[config.mk]
export PLATFORM = sky130hd
export DESIGN_NAME = uart_tx_ctrl_flat
export DESIGN_NICKNAME = d
export VERILOG_FILES = /design/src/rtl/uart_tx_ctrl_if.sv /design/src/rtl/uart_tx_ctrl.sv /design/src/flat_wrapper.sv
export SDC_FILE = /design/constraint.sdc
export NUM_CORES = 1
export LEC_CHECK = 0
export CORE_MARGIN = 5
export CORE_UTILIZATION = 45
export CTS_CLUSTER_DIAMETER = 30
export CTS_CLUSTER_SIZE = 25
export DETAILED_ROUTE_END_ITERATION = 8
export PLACE_DENSITY = 0.93
export SLEW_MARGIN = 0
export SYNTH_ARGS = -nofsm -noshare
export SYNTH_HDL_FRONTEND = slang
export SYNTH_SLANG_ARGS = --single-unit
[constraint.sdc]
create_clock -name clck -period 2.5 [get_ports clck]
set_input_delay 0.75 -clock clck [delete_from_list [all_inputs] [get_ports clck]]
set_output_delay 0.75 -clock clck [all_outputs]
set_load 0.05 [all_outputs]
[src/rtl/uart_tx_ctrl_if.sv]
`default_nettype none
// +-----------------------------------------------------------------------+
// | Module : uart_tx_ctrl_if                                              |
// | Brief  : Request/serializer/line bundle between a requester and the   |
// |          uart_tx_ctrl frame controller.                               |
// | Rev    : 1.0  initial release                                         |
// +-----------------------------------------------------------------------+
interface uart_tx_ctrl_if;
  logic [7:0] p_data;
  logic       data_valid;
  logic       par_en;
  logic       par_typ;
  logic       ser_done;
  logic       ser_data;
  logic [7:0] ser_p_data;
  logic       ser_en;
  logic [1:0] mux_sel;
  logic       tx_out;
  logic       busy;
  logic       ser_err;

  modport master (
    output p_data, data_valid, par_en, par_typ, ser_done, ser_data,
    input  ser_p_data, ser_en, mux_sel, tx_out, busy, ser_err
  );

  modport slave (
    input  p_data, data_valid, par_en, par_typ, ser_done, ser_data,
    output ser_p_data, ser_en, mux_sel, tx_out, busy, ser_err
  );
endinterface
`default_nettype wire

[src/rtl/uart_tx_ctrl.sv]
`default_nettype none
// +-----------------------------------------------------------------------+
// | Module : uart_tx_ctrl                                                 |
// | Brief  : UART transmit frame controller (start/data/parity/stop).     |
// |          Parity support compiled in with UART_TX_PARITY_EN.           |
// | Rev    : 1.0  initial release                                         |
// +-----------------------------------------------------------------------+
module uart_tx_ctrl #(
  parameter int STOP_BITS = 1
) (
  input  logic          clck,
  input  logic          rst,
  uart_tx_ctrl_if.slave tx_bus
);

`ifdef UART_TX_PARITY_EN
  typedef enum logic [2:0] {
    S_IDLE   = 3'd0,
    S_START  = 3'd1,
    S_DATA   = 3'd2,
    S_PARITY = 3'd3,
    S_STOP   = 3'd4
  } state_t;
`else
  typedef enum logic [2:0] {
    S_IDLE   = 3'd0,
    S_START  = 3'd1,
    S_DATA   = 3'd2,
    S_STOP   = 3'd4
  } state_t;
`endif

  localparam logic c_STOP_LAST = (STOP_BITS == 2);

  state_t     r_state;
  state_t     w_next;
  state_t     w_after_data;
  logic [2:0] r_cnt;
  logic       r_stop_cnt;
  logic [7:0] r_pdata;
  logic       r_err;
  logic       w_accept;
  logic       w_data_exit;
  logic       w_err_set;
  logic       w_ser_en;
  logic       w_tx;
  logic [1:0] w_mux;

  assign w_accept    = (r_state == S_IDLE) && tx_bus.data_valid;
  assign w_data_exit = (r_state == S_DATA) && (tx_bus.ser_done || (r_cnt == 3'd7));
  // Error when completion and the eighth bit disagree: done early, or missing at bit 7.
  assign w_err_set   = (r_state == S_DATA) && (tx_bus.ser_done != (r_cnt == 3'd7));

`ifdef UART_TX_PARITY_EN
  logic r_par_en;
  logic r_par_bit;

  always_ff @(posedge clck) begin
    if (rst) begin
      r_par_en  <= 1'b0;
      r_par_bit <= 1'b0;
    end else if (w_accept) begin
      r_par_en  <= tx_bus.par_en;
      r_par_bit <= (^tx_bus.p_data) ^ tx_bus.par_typ;
    end
  end

  assign w_after_data = r_par_en ? S_PARITY : S_STOP;
`else
  logic w_unused_par;
  assign w_unused_par = tx_bus.par_en ^ tx_bus.par_typ;
  assign w_after_data = S_STOP;
`endif

  always_comb begin
    w_next   = r_state;
    w_ser_en = 1'b0;
    w_mux    = 2'b01;
    w_tx     = 1'b1;
    case (r_state)
      S_IDLE: begin
        if (tx_bus.data_valid) w_next = S_START;
      end
      S_START: begin
        w_ser_en = 1'b1;
        w_mux    = 2'b00;
        w_tx     = 1'b0;
        w_next   = S_DATA;
      end
      S_DATA: begin
        w_mux = 2'b10;
        w_tx  = tx_bus.ser_data;
        if (w_data_exit) w_next = w_after_data;
      end
`ifdef UART_TX_PARITY_EN
      S_PARITY: begin
        w_mux  = 2'b11;
        w_tx   = r_par_bit;
        w_next = S_STOP;
      end
`endif
      S_STOP: begin
        if (r_stop_cnt == c_STOP_LAST) w_next = S_IDLE;
      end
      default: w_next = S_IDLE;
    endcase
  end

  always_ff @(posedge clck) begin
    if (rst) begin
      r_state    <= S_IDLE;
      r_cnt      <= 3'd0;
      r_stop_cnt <= 1'b0;
      r_pdata    <= 8'd0;
      r_err      <= 1'b0;
    end else begin
      r_state    <= w_next;
      r_cnt      <= ((r_state == S_DATA) && !w_data_exit) ? r_cnt + 3'd1 : 3'd0;
      r_stop_cnt <= ((r_state == S_STOP) && (w_next == S_STOP)) ? 1'b1 : 1'b0;
      if (w_accept) begin
        r_pdata <= tx_bus.p_data;
        r_err   <= 1'b0;
      end else if (w_err_set) begin
        r_err   <= 1'b1;
      end
    end
  end

  assign tx_bus.ser_p_data = r_pdata;
  assign tx_bus.ser_en     = w_ser_en;
  assign tx_bus.mux_sel    = w_mux;
  assign tx_bus.tx_out     = w_tx;
  assign tx_bus.busy       = (r_state != S_IDLE);
  assign tx_bus.ser_err    = r_err;

endmodule
`default_nettype wire
[src/flat_wrapper.sv]
// flat-port wrapper written by rule: the top's interface ports become plain ports
module uart_tx_ctrl_flat 
#(
  parameter int STOP_BITS = 1
)
  (clck, rst, tx_bus_p_data, tx_bus_data_valid, tx_bus_par_en, tx_bus_par_typ, tx_bus_ser_done, tx_bus_ser_data, tx_bus_ser_p_data, tx_bus_ser_en, tx_bus_mux_sel, tx_bus_tx_out, tx_bus_busy, tx_bus_ser_err);
  uart_tx_ctrl_if tx_bus_i ();
  input  logic clck;
  input  logic rst;
  input wire logic [$bits(tx_bus_i.p_data)-1:0] tx_bus_p_data;
  input wire logic [$bits(tx_bus_i.data_valid)-1:0] tx_bus_data_valid;
  input wire logic [$bits(tx_bus_i.par_en)-1:0] tx_bus_par_en;
  input wire logic [$bits(tx_bus_i.par_typ)-1:0] tx_bus_par_typ;
  input wire logic [$bits(tx_bus_i.ser_done)-1:0] tx_bus_ser_done;
  input wire logic [$bits(tx_bus_i.ser_data)-1:0] tx_bus_ser_data;
  output wire logic [$bits(tx_bus_i.ser_p_data)-1:0] tx_bus_ser_p_data;
  output wire logic [$bits(tx_bus_i.ser_en)-1:0] tx_bus_ser_en;
  output wire logic [$bits(tx_bus_i.mux_sel)-1:0] tx_bus_mux_sel;
  output wire logic [$bits(tx_bus_i.tx_out)-1:0] tx_bus_tx_out;
  output wire logic [$bits(tx_bus_i.busy)-1:0] tx_bus_busy;
  output wire logic [$bits(tx_bus_i.ser_err)-1:0] tx_bus_ser_err;
  assign tx_bus_i.p_data = tx_bus_p_data;
  assign tx_bus_i.data_valid = tx_bus_data_valid;
  assign tx_bus_i.par_en = tx_bus_par_en;
  assign tx_bus_i.par_typ = tx_bus_par_typ;
  assign tx_bus_i.ser_done = tx_bus_ser_done;
  assign tx_bus_i.ser_data = tx_bus_ser_data;
  assign tx_bus_ser_p_data = tx_bus_i.ser_p_data;
  assign tx_bus_ser_en = tx_bus_i.ser_en;
  assign tx_bus_mux_sel = tx_bus_i.mux_sel;
  assign tx_bus_tx_out = tx_bus_i.tx_out;
  assign tx_bus_busy = tx_bus_i.busy;
  assign tx_bus_ser_err = tx_bus_i.ser_err;
  uart_tx_ctrl #(.STOP_BITS(STOP_BITS)) u_core (.clck(clck), .rst(rst), .tx_bus(tx_bus_i));
endmodule
# == Word-level counts from Yosys, hierarchy flattened ==
# Cells that the tools add are included.
# word_totals
out_inout_bits,14
regBits,16
input_bits,15
elab_cells,32
# classes
mux,8
addsub,1
n_bitwise,1
n_eq_ne,6
n_reduce_logical,11
# ops
operator,count
one-hot mux 3 bit (4 select lines),1
"== test 3 bit, second input constant",3
two-way mux 3 bit,3
logical AND 1 bit,5
one-hot mux 2 bit (2 select lines),1
OR reduction 2 bit,2
"adder 3 x 1 -> 3 bit, second input constant",1
"== test 3 x 1 -> 1 bit, second input constant",1
"== test 3 x 2 -> 1 bit, second input constant",1
zero test 3 bit,1
nonzero test 3 bit,1
two-way mux 1 bit,2
one-hot mux 1 bit (2 select lines),1
zero test 1 bit,1
logical OR 1 bit,1
!= test 1 bit,1
NOT 1 bit,1

# == Logic depth before layout (Yosys ltp) ==
# Gate-level depths: netlist of run 1.
# depth
depth_word,8
depth_mapped,6

# == Worst setup path before layout of run 1 ==
# No wires, ideal clock.
# synth_path
path_kind,reg-to-output
startpoint,register u_core.r_state[2]
endpoint,output tx_bus_tx_out
arrival_time_ps,2424
path_stages_with_launch,4
slack_ps,-674
path_cell_list,dfxtp_1 -> buf_2 -> nor3b_1 -> a21oi_1
# synth_via
elab_chain_len,2
word_cells_on_any_way,3
# synth_rtl
element,line_no,text
start: declaration,uart_tx_ctrl.sv:35,state_t r_state;
start signal: assignment,uart_tx_ctrl.sv:117,r_state <= w_next;
== test 3 x 2 -> 1 bit or == test 3 x 1 -> 1 bit (tied branches),uart_tx_ctrl.sv:80,case (r_state)
one-hot mux 1 bit (2 select lines) (*),uart_tx_ctrl.sv:80,
end: declaration,flat_wrapper.sv:19,output wire logic [$bits(tx_bus_i.tx_out)-1:0] tx_bus_tx_out;
# Mark *: on every way between the ends. The rest lies on a longest branch, timed or not.

# == Worst setup path in the final report of run 1 ==
# layout_path
startpoint,register u_core.r_state[0]
endpoint,output tx_bus_busy
# layout_via
elab_chain_len,1
# layout_rtl
element,line_no,text
nonzero test 3 bit,uart_tx_ctrl.sv:133,assign tx_bus.busy = (r_state != S_IDLE);
end: declaration,flat_wrapper.sv:20,output wire logic [$bits(tx_bus_i.busy)-1:0] tx_bus_busy;
# Every way passes these cells.

==> run metrics, run 1 <==
status completed; DRC viols 0; nature of the critical path endpoint output pin; CTS root buf clkbuf_4; delay-heaviest family, CP buffers and inverters; placed instance count 113; Avg Cell Area, Syn 10.4 sq um; Horiz. Die Dim 50.8 um; grt total ovfl 0; vias per cell 4.96; fill cell count 119; critical-path maximum fanout 2; Nets 120; initial antenna violation count 0; Post-CTS Setup Repair Bufs 0; Detailed Routing Iterations Pass 1 4; post-synth cell types 23; Clock Skew 0.00307 ns; routed vias 575; TritonCTS clock tree yes; endpoints failing setup 0; TritonCTS Buffers 3; Synth area leader dfxtp_1; clock slew at reported path FFs 0.08 ns; unrepaired setup endpoints after global routing no; top post-synthesis cells by count nand2b_1, dfxtp_1, mux2i_1; H-Tree Depth 1; routability cong. 0.764; synth warn 0; Die Y 50.8 um; largest net degree at the start of global routing 25; Tightest Hold Check Type reg -> reg; ranking of synthesized cells by area dfxtp_1, nand2b_1, mux2i_1; Max Cap Viol 0; share of async-settable or async-resettable flops after synthesis 0%; Tcrit/Tclk final 96.0%; final cell count without fillers 116; Worst Tran Pin Value 0.599 ns; final worst setup slack 0.0989 ns; first-pass GRT wire length 2380 um; PwrDens 542 nW/um^2; critical path arrival 1.65 ns; drt wl/cell 12.4 um; Post-Syn Instances 72; # rows 14; Post-CTS Resized 0; vias in the first global route 576; area share of the largest cell type after synthesis 42.8%; Synth Register Bits 16; Hold Vio Cnt, Final 0; dpl ws 0.120 ns; top-count cell post-synth nand2b_1; deepest clock path buffer count 2; total wire length 1430 um; all-layer global routing usage 11.9%; final setup TNS 0 ns; fin util 68.7%; TritonCTS Sinks 16; f_max 416 MHz; CP cell instances or3_1 > clkdlybuf4s50_1; share of cells above drive strength 1 15.0%; Post-Syn Area 748 sq um; crit start category flop; Slowest cell on crit path clkdlybuf4s50_1; initial DRC count 8; syn_nets 90; Post-synth EDFFs 0; Area growth syn-to-layout 41.5%; Slew Limit Fails 0; Final ANT Viol Nets 0; Leak 0.431 nW; peak supply drop 0.412 mV; Power Total 0.573 mW; Clk Latency, worst-skew pair 0.27 ns; post-synthesis sequential area ratio 42.8%; Starting Density 48.5%; CTS Hold Buffers Added 0; Final min period 2.40 ns; Die Area 2580 sq um; I/O Pins 29; port bufs 26; HPWL after detailed placement 1070 um; Main synth FF type dfxtp_1; WS Path Type reg -> out; CP Buf/Inv Count 1; Antenna Cells 0; Slew HR 60.0%; crit-path max cell delay 0.70 ns; core area 1540 sq um; Req. time, crit path 1.75 ns
[through the flow]
step	hold slack [ns]	cell area, sq um
2_1_floorplan	0.405	758
3_3_place_gp	0.416	1040
3_5_place_dp	0.428	1040
4_1_cts	0.438	1060
5_1_grt	0.480	1060
6_report	0.430	1060
[power breakdown]
group | switching [mW] | total, mW | internal [mW]
Clock | 0.0706 | 0.126 | 0.0558
Combinational | 0.0989 | 0.173 | 0.0744
Sequential | 0.00625 | 0.274 | 0.267
Total | 0.176 | 0.573 | 0.398
[cell usage in the layout, fill, tap and decap left out]
cell type,n
clkdlybuf4s50_1,22
nand2b_1,17
dfxtp_1,16
mux2i_1,8
buf_4,7
inv_1,4
ha_1,3
clkbuf_4,3
nor3b_2,2
nand3b_1,2
nor4b_1,2
a211oi_1,2
nor2_1,1
or3_1,1
a21oi_1,1
nor4b_2,1
nor3_1,1
and4b_1,1
or3b_1,1
a211oi_2,1
nor4_1,1
and2b_1,1
nand4bb_1,1
buf_12,1
[cell families after synthesis]
family	count (synthesis)	synth area share, %
and+or+nand+nor	32	30.4
DFF	16	42.8
buffers and inverters	9	6.69
muxes	8	10.7
AOI/OAI and AO/OA	4	4.35
adders and majority gates	3	5.02
[sequential cells by signal (all words and copies together), names as in the netlist]
signal / flops
u_core.r_cnt: 3
u_core.r_stop_cnt: 1
u_core.r_state: 3
u_core.tx_bus.ser_err: 1
u_core.tx_bus.ser_p_data: 8
[worst register-to-register path: cells and delay by family (launching register included)]
family | cells | cell delay [ns]
adder cells (fa/ha/maj) | 3 | 0.49
AO/OA/AOI/OAI | 1 | 0.17
flip-flops | 1 | 0.34
buffers and inverters | 1 | 0.04
AND/OR/NAND/NOR | 1 | 0.39
[layer usage]
layer,GRT usage [%],share of wire (%),vias to the layer above
met5,0,0,-
met4,6.38,0,0
met3,5.33,10,0
met2,19.2,45,22
met1,13.0,45,251
li1,-,-,302
[worst paths after layout]
kind / start / slack, ns / to / cells past startpoint
max: u_core.r_state[0]$_SDFF_PP0_ / 0.1 / tx_bus_busy / 2
min: u_core.r_cnt[0]$_SDFF_PP0_ / 0.43 / u_core.r_cnt[0]$_SDFF_PP0_ / 1
max reg2reg: u_core.r_cnt[0]$_SDFF_PP0_ / 1.00 / u_core.r_state[2]$_SDFF_PP0_ / 6
min reg2reg: u_core.r_cnt[0]$_SDFF_PP0_ / 0.43 / u_core.r_cnt[0]$_SDFF_PP0_ / 1
[final cells by class]
class,count,area (sq um),share of cell area [%]
Clock buffer,3,22.5,2.13
Inverter,4,15.0,1.42
Multi-Input combinational cell,47,388,36.6
Sequential cell,16,320,30.3
Tap cell,16,20.0,1.89
Timing Repair Buffer,30,293,27.7
No activity file was read; power rests on OpenSTA's default activity.
==> inputs of run 2 (changes only) <==
CAP_MARGIN = 10   (was default)
CTS_CLUSTER_SIZE = default   (was 25)
HOLD_SLACK_MARGIN = 0.15   (was default)
==> results of run 2 <==
The final DEF is identical to that of run 1; final timing and power are the same.
